**config.mk**
```make
export PLATFORM = sky130hd
export DESIGN_NAME = instr_encoder_flat
export DESIGN_NICKNAME = d
export VERILOG_FILES = /design/src/rtl/instr_encoder_if.sv /design/src/rtl/instr_encoder.sv /design/src/flat_wrapper.sv
export SDC_FILE = /design/constraint.sdc
export NUM_CORES = 1
export LEC_CHECK = 0
export ABC_CLOCK_PERIOD_IN_PS = 2900
export CAP_MARGIN = 10
export CORE_UTILIZATION = 44
export DETAILED_ROUTE_END_ITERATION = 12
export PLACE_DENSITY = 0.86
export SLEW_MARGIN = 20
export SYNTH_ARGS = -nofsm -noshare
export SYNTH_HDL_FRONTEND = slang
export SYNTH_SLANG_ARGS = --single-unit
```
**constraint.sdc**
```tcl
create_clock -name clk -period 2.9 [get_ports clk]
set_input_delay 0.29 -clock clk [delete_from_list [all_inputs] [get_ports clk]]
set_output_delay 0.29 -clock clk [all_outputs]
set_load 0.05 [all_outputs]
```
**src/rtl/instr_encoder_if.sv**
```systemverilog
// Command and instruction-memory write bus of the RV32I instruction encoder.
// The master issues symbolic commands and receives memory writes; the slave is the encoder.
interface instr_encoder_if;
    logic        cmd_valid;
    logic        cmd_ready;
    logic [3:0]  cmd_op;
    logic [4:0]  cmd_rd;
    logic [4:0]  cmd_rs1;
    logic [4:0]  cmd_rs2;
    logic [31:0] cmd_imm;
    logic        imem_we;
    logic [31:0] imem_addr;
    logic [31:0] imem_wdata;

    modport master (
        output cmd_valid, cmd_op, cmd_rd, cmd_rs1, cmd_rs2, cmd_imm,
        input  cmd_ready, imem_we, imem_addr, imem_wdata
    );

    modport slave (
        input  cmd_valid, cmd_op, cmd_rd, cmd_rs1, cmd_rs2, cmd_imm,
        output cmd_ready, imem_we, imem_addr, imem_wdata
    );
endinterface

```
**src/rtl/instr_encoder.sv**
```systemverilog
// instr_encoder: packs symbolic RV32I commands into machine words written to consecutive imem words.
// Define INSTR_ENCODER_RANGE_CHECK_EN to drop (and flag) commands whose immediate does not fit its field.
module instr_encoder #(
    parameter logic [31:0] BASE_ADDR = 32'h0000_0000,
    parameter int          DEPTH     = 256
) (
    input  logic                       clk,
    input  logic                       rst_n,
    input  logic                       clear,
    instr_encoder_if.slave             bus,
    output logic [$clog2(DEPTH+1)-1:0] count,
    output logic                       full,
    output logic                       err
);
    localparam int CNT_W = $clog2(DEPTH+1);

    localparam logic [3:0] OP_ADD  = 4'd0;
    localparam logic [3:0] OP_SUB  = 4'd1;
    localparam logic [3:0] OP_AND  = 4'd2;
    localparam logic [3:0] OP_OR   = 4'd3;
    localparam logic [3:0] OP_SLT  = 4'd4;
    localparam logic [3:0] OP_ADDI = 4'd5;
    localparam logic [3:0] OP_LW   = 4'd6;
    localparam logic [3:0] OP_SW   = 4'd7;
    localparam logic [3:0] OP_BEQ  = 4'd8;
    localparam logic [3:0] OP_JAL  = 4'd9;
    localparam logic [3:0] OP_JALR = 4'd10;
    localparam logic [3:0] OP_LUI  = 4'd11;

    typedef enum logic {LOAD, FULL} state_t;

    state_t      stateQ, stateD;
    logic        cmdReady, accept, legal, inRange, wrEn, lastSlot;
    logic [31:0] word;
    logic        weQ;
    logic [31:0] addrQ, wdataQ;

    function automatic logic [31:0] packR(input logic [6:0] f7, input logic [2:0] f3,
                                          input logic [4:0] rd, input logic [4:0] rs1,
                                          input logic [4:0] rs2);
        return {f7, rs2, rs1, f3, rd, 7'b0110011};
    endfunction

    function automatic logic [31:0] packI(input logic [11:0] imm, input logic [4:0] rs1,
                                          input logic [2:0] f3, input logic [4:0] rd,
                                          input logic [6:0] opc);
        return {imm, rs1, f3, rd, opc};
    endfunction

    function automatic logic [31:0] packS(input logic [11:0] imm, input logic [4:0] rs2,
                                          input logic [4:0] rs1);
        return {imm[11:5], rs2, rs1, 3'b010, imm[4:0], 7'b0100011};
    endfunction

    function automatic logic [31:0] packB(input logic [12:1] imm, input logic [4:0] rs2,
                                          input logic [4:0] rs1);
        return {imm[12], imm[10:5], rs2, rs1, 3'b000, imm[4:1], imm[11], 7'b1100011};
    endfunction

    function automatic logic [31:0] packJ(input logic [20:1] imm, input logic [4:0] rd);
        return {imm[20], imm[10:1], imm[11], imm[19:12], rd, 7'b1101111};
    endfunction

    function automatic logic [31:0] packU(input logic [31:12] imm, input logic [4:0] rd);
        return {imm, rd, 7'b0110111};
    endfunction

`ifdef INSTR_ENCODER_RANGE_CHECK_EN
    function automatic logic fits(input logic signed [31:0] v, input int lo, input int hi);
        return (v >= lo) && (v <= hi);
    endfunction
`endif

    always_comb begin
        word  = '0;
        legal = 1'b1;
        case (bus.cmd_op)
            OP_ADD:  word = packR(7'b0000000, 3'b000, bus.cmd_rd, bus.cmd_rs1, bus.cmd_rs2);
            OP_SUB:  word = packR(7'b0100000, 3'b000, bus.cmd_rd, bus.cmd_rs1, bus.cmd_rs2);
            OP_AND:  word = packR(7'b0000000, 3'b111, bus.cmd_rd, bus.cmd_rs1, bus.cmd_rs2);
            OP_OR:   word = packR(7'b0000000, 3'b110, bus.cmd_rd, bus.cmd_rs1, bus.cmd_rs2);
            OP_SLT:  word = packR(7'b0000000, 3'b010, bus.cmd_rd, bus.cmd_rs1, bus.cmd_rs2);
            OP_ADDI: word = packI(bus.cmd_imm[11:0], bus.cmd_rs1, 3'b000, bus.cmd_rd, 7'b0010011);
            OP_LW:   word = packI(bus.cmd_imm[11:0], bus.cmd_rs1, 3'b010, bus.cmd_rd, 7'b0000011);
            OP_SW:   word = packS(bus.cmd_imm[11:0], bus.cmd_rs2, bus.cmd_rs1);
            OP_BEQ:  word = packB(bus.cmd_imm[12:1], bus.cmd_rs2, bus.cmd_rs1);
            OP_JAL:  word = packJ(bus.cmd_imm[20:1], bus.cmd_rd);
            OP_JALR: word = packI(bus.cmd_imm[11:0], bus.cmd_rs1, 3'b000, bus.cmd_rd, 7'b1100111);
            OP_LUI:  word = packU(bus.cmd_imm[31:12], bus.cmd_rd);
            default: legal = 1'b0;
        endcase
    end

    always_comb begin
        inRange = 1'b1;
`ifdef INSTR_ENCODER_RANGE_CHECK_EN
        case (bus.cmd_op)
            OP_ADDI, OP_LW, OP_SW, OP_JALR: inRange = fits(bus.cmd_imm, -2048, 2047);
            OP_BEQ:  inRange = fits(bus.cmd_imm, -4096, 4094) && !bus.cmd_imm[0];
            OP_JAL:  inRange = fits(bus.cmd_imm, -1048576, 1048574) && !bus.cmd_imm[0];
            OP_LUI:  inRange = (bus.cmd_imm[11:0] == 12'h000);
            default: inRange = 1'b1;
        endcase
`endif
    end

    assign lastSlot = (count == CNT_W'(DEPTH - 1));

    always_comb begin
        stateD   = stateQ;
        cmdReady = (stateQ == LOAD) && !clear;
        accept   = bus.cmd_valid && cmdReady;
        wrEn     = accept && legal && inRange;
        if (clear)
            stateD = LOAD;
        else if (wrEn && lastSlot)
            stateD = FULL;
    end

    always_ff @(posedge clk or negedge rst_n) begin
        if (!rst_n)
            stateQ <= LOAD;
        else
            stateQ <= stateD;
    end

    // Write stage: the accepted word appears on the imem bus for exactly one cycle.
    always_ff @(posedge clk or negedge rst_n) begin
        if (!rst_n) begin
            weQ    <= 1'b0;
            addrQ  <= BASE_ADDR;
            wdataQ <= '0;
            count  <= '0;
            full   <= 1'b0;
            err    <= 1'b0;
        end else if (clear) begin
            weQ    <= 1'b0;
            addrQ  <= BASE_ADDR;
            count  <= '0;
            full   <= 1'b0;
            err    <= 1'b0;
        end else begin
            weQ <= wrEn;
            if (wrEn) begin
                addrQ  <= BASE_ADDR + (32'(count) << 2);
                wdataQ <= word;
                count  <= count + CNT_W'(1);
                full   <= lastSlot;
            end
            if (accept && !wrEn)
                err <= 1'b1;
        end
    end

    assign bus.cmd_ready  = cmdReady;
    assign bus.imem_we    = weQ;
    assign bus.imem_addr  = addrQ;
    assign bus.imem_wdata = wdataQ;
endmodule

```
**src/flat_wrapper.sv**
```systemverilog
// flat-port wrapper written by rule: the top's interface ports become plain ports
module instr_encoder_flat 
#(
    parameter logic [31:0] BASE_ADDR = 32'h0000_0000,
    parameter int          DEPTH     = 256
)
  (clk, rst_n, clear, count, full, err, bus_cmd_valid, bus_cmd_op, bus_cmd_rd, bus_cmd_rs1, bus_cmd_rs2, bus_cmd_imm, bus_cmd_ready, bus_imem_we, bus_imem_addr, bus_imem_wdata);
  instr_encoder_if bus_i ();
  input  logic clk;
  input  logic rst_n;
  input  logic clear;
  output logic [$clog2(DEPTH+1)-1:0] count;
  output logic full;
  output logic err;
  input wire logic [$bits(bus_i.cmd_valid)-1:0] bus_cmd_valid;
  input wire logic [$bits(bus_i.cmd_op)-1:0] bus_cmd_op;
  input wire logic [$bits(bus_i.cmd_rd)-1:0] bus_cmd_rd;
  input wire logic [$bits(bus_i.cmd_rs1)-1:0] bus_cmd_rs1;
  input wire logic [$bits(bus_i.cmd_rs2)-1:0] bus_cmd_rs2;
  input wire logic [$bits(bus_i.cmd_imm)-1:0] bus_cmd_imm;
  output wire logic [$bits(bus_i.cmd_ready)-1:0] bus_cmd_ready;
  output wire logic [$bits(bus_i.imem_we)-1:0] bus_imem_we;
  output wire logic [$bits(bus_i.imem_addr)-1:0] bus_imem_addr;
  output wire logic [$bits(bus_i.imem_wdata)-1:0] bus_imem_wdata;
  assign bus_i.cmd_valid = bus_cmd_valid;
  assign bus_i.cmd_op = bus_cmd_op;
  assign bus_i.cmd_rd = bus_cmd_rd;
  assign bus_i.cmd_rs1 = bus_cmd_rs1;
  assign bus_i.cmd_rs2 = bus_cmd_rs2;
  assign bus_i.cmd_imm = bus_cmd_imm;
  assign bus_cmd_ready = bus_i.cmd_ready;
  assign bus_imem_we = bus_i.imem_we;
  assign bus_imem_addr = bus_i.imem_addr;
  assign bus_imem_wdata = bus_i.imem_wdata;
  instr_encoder #(.BASE_ADDR(BASE_ADDR), .DEPTH(DEPTH)) u_core (.clk(clk), .rst_n(rst_n), .clear(clear), .bus(bus_i), .count(count), .full(full), .err(err));
endmodule
```
==> flow_metrics.tcl <==
set metrics [dict create \
    cp_slowest_cell "clkdlybuf4s50_1" \
    arrival_ns 2.00 \
    diodes 0 \
    io_pins 132 \
    max_cap_check_violation_count 0 \
    vdd_ir_drop_max_mv 0.368 \
    cts_buffers 5 \
    cell_repeated_most_along_the_worst_path "clkdlybuf4s50_1" \
    globalRouteOverflowTotal 0 \
    final.setup.worst_slack_ns 0.614 \
    detail_route.vias_per_cell 5.34 \
    critPathMaxStageDelay_ns 0.80 \
    setup_viol 0 \
    syn-cell-area_um2 2760 \
    gp_routability_congestion 0.880 \
    cpLargestDelayFamily "buffers and inverters" \
    layout.nets 464 \
    sequential_share_of_the_synthesized_area_pct 48.0 \
    synthesis.area_per_instance_um2 9.09 \
    synth-seq-cells 53 \
    worstPathBufferInverterCount 3 \
    maxSlewHeadroom_pct 51.6 \
    vias 2578 \
    end_kind "output pin" \
    holdWs_ns -0.0342 \
    crit_path_max_fanout 18 \
    number_of_global_route_vias_before_repair 2338 \
    final_area_um2 3930 \
    overall_die_width_um 81.3 \
    dpl.cell_count 475 \
    core-area_um2 5990 \
    remaining_drc_errors 0 \
    cts.hold.buffers_added 0 \
    grt_antenna_before_repair 0 \
    cts_tree "built" \
    drive_gt1_share_pct 4.41 \
    fp.dieH_um 81.3 \
    area_delta_synth_final_pct 42.2 \
    worstPathCellList "clkdlybuf4s50_1 -> buf_4 -> nor2_1 -> clkdlybuf4s50_1" \
    rr_worst_depth 6 \
    gr-usage-all-layers_pct 22.9 \
    run_status "finished with violations" \
    yosysUniqueCellTypes 42 \
    powerDensity_nw_per_um2 556 \
    cts.root.buffer_cell "clkbuf_8" \
    fp.dieArea_um2 6600 \
    share_of_synthesized_flip_flops_with_an_asynchronous_set_or_reset_pct 100 \
    worst_setup_slack_before_clock_tree_synthesis_ns 0.554 \
    dpl_cell_area_um2 3820 \
    clock_sinks 53 \
    routed_wirelength_mm 7.41 \
    prevailing_post_synth_register_cell "dfrtp_1" \
    cts_max_level 2 \
    firstDrtPassIters 5 \
    timing.setup.tns_ns 0 \
    worstHoldPathType "in -> async" \
    grt_setup_unrepaired "false" \
    start_util_pct 46.1 \
    tightest_slew_ns 0.723 \
    wl_per_cell_um 15.3 \
    std_cell_rows 28 \
    grt_start_max_net_pins 46 \
    yosys_warnings 0 \
    grt_first_pass_wirelength_mm 11.4 \
    timing_worst_setup_path_type "in -> out" \
    clk_latency_ns 0.31 \
    antenna_left 0 \
    detailedRoute.firstIterationViolations 255 \
    max_clock_freq_mhz 437 \
    static-leakage-power_nw 1.66 \
    synth_edf_count 0 \
    cts.path.max_buffers 2 \
    final_hold_viol_count 44 \
    place.detailed.hpwl_mm 5.49 \
    cts.clk_slew.worst_paths_ns 0.09 \
    skew_ns 0.00828 \
    cts.repair_timing.setup_buffer_count 0 \
    cts.repair.resized 0 \
    final.min_clock_period_ns 2.29 \
    stdcell_count 483 \
    violations_in_the_final_reports "negative hold slack" \
    data_required_time_of_the_worst_path_ns 2.61 \
    startpoint_type "input pin" \
    crit_cells 4 \
    post_synth_inst_count 304 \
    port_buffers 108 \
    timing.final.crit_share_pct 78.8 \
    maxSlewViolCount 0 \
]
==> worst reg2reg max path, cell delays in order (launching register included) <==
cell and delay [ns]:
dfrtp_1 0.42, nor3b_1 0.30, nand2_1 0.11, inv_1 0.35, buf_4 0.29, or3_1 0.13
o21ai_0 0.08
==> synthesized netlist by cell type, drive strengths merged (5+ instances only) <==
| master | number | area share, % |
|---|---|---|
| a221oi | 14 | 4.4 |
| o21ai | 7 | 1.3 |
| a31oi | 6 | 1.4 |
| dfrtp | 53 | 48 |
| nand2 | 39 | 5.3 |
| nand2b | 7 | 1.6 |
| a21oi | 15 | 2.7 |
| nor2 | 53 | 7.2 |
| a22o | 5 | 1.6 |
| clkbuf | 11 | 1.5 |
| inv | 6 | 0.81 |
| nand3b | 8 | 2.2 |
| a222oi | 5 | 1.8 |
| buf | 31 | 7.9 |
==> placed cells by master (no fill, tap or decap), types with 3 or more instances in the layout <==
cell / count
dfrtp_1: 53
nand3b_1: 8
nor4_1: 3
nor2_1: 53
xnor2_1: 3
clkbuf_8: 5
conb_1: 23
inv_1: 6
a222oi_1: 5
o21ai_0: 7
clkdlybuf4s50_1: 107
a31oi_1: 6
buf_4: 9
o31ai_1: 3
a21oi_1: 15
a221oi_1: 14
nand2b_1: 7
a22o_1: 5
o22ai_1: 3
mux2i_1: 3
nand2_1: 39
==> logic make-up (layout without fill, tap and decap cells) <==
kind of cell | after synthesis | count (layout) | synth area share (%)
buffers and inverters | 48 | 130 | 10.2
adders and majority gates | 3 | 3 | 1.27
AOI/OAI and AO/OA | 67 | 67 | 17.3
other | 1 | 23 | 0.136
xor gates and xnor gates | 5 | 5 | 1.58
and+or+nand+nor | 123 | 123 | 20.0
DFF | 53 | 53 | 48.0
muxes | 4 | 4 | 1.49
==> routing by layer <==
layer	routed length (µm)	track usage [%]	vias to the layer above	part of all wire (%)
met3	508	5.17	9	6.9
met5	0	0	-	0
li1	-	-	1219	-
met2	3470	36.0	119	47
met1	3300	31.0	1231	45
met4	133	8.04	0	1.8
==> path summary, 6_finish.rpt <==
kind,start,end,slack [ns]
max in group asynchronous,rst_n,u_core.bus.imem_wdata[5],2.38
min in group clk,u_core.bus.imem_wdata[4],u_core.bus.imem_wdata[4],0.48
worst min-delay path,rst_n,u_core.bus.imem_we,-0.03
worst max register to register,u_core.stateQ,u_core.count[8],1.10
worst min register to register,u_core.bus.imem_wdata[4],u_core.bus.imem_wdata[4],0.48
worst max-delay path,clear,bus_cmd_ready,0.61
==> through the flow <==
stage               total power (W)  hold WS, ns  utilization (%)
finish                      0.00219      -0.0342             65.6
detailed placement          0.00170        0.460             63.7
global route                0.00227      0.00602             65.6
global placement            0.00168        0.463             63.7
floorplan                   0.00141     -0.00559                -
CTS                         0.00219        0.169             65.6
==> power breakdown <==
group          leakage (nW)  switching [W]  internal, W  total (W)
Clock                0.0554       0.000244     0.000259   0.000503
Sequential            0.667      0.0000510     0.000819   0.000870
Combinational         0.938       0.000534     0.000278   0.000812
==> sequential cells by signal, summed over array words and instances, names as in the netlist <==
name	count
u_core.bus.imem_addr	9
u_core.bus.imem_wdata	31
u_core.bus.imem_we	1
u_core.count	9
u_core.err	1
u_core.full	1
u_core.stateQ	1
==> final cells by class <==
cell class | count | area, µm²
Clock buffer | 6 | 72.6
Clock inverter | 2 | 38.8
Fill cell | 513 | 2060
Inverter | 6 | 22.5
Multi-Input combinational cell | 225 | 1240
Sequential cell | 53 | 1330
Tap cell | 75 | 93.8
Timing Repair Buffer | 116 | 1140
Note: power is estimated with default switching activity, not from simulation.
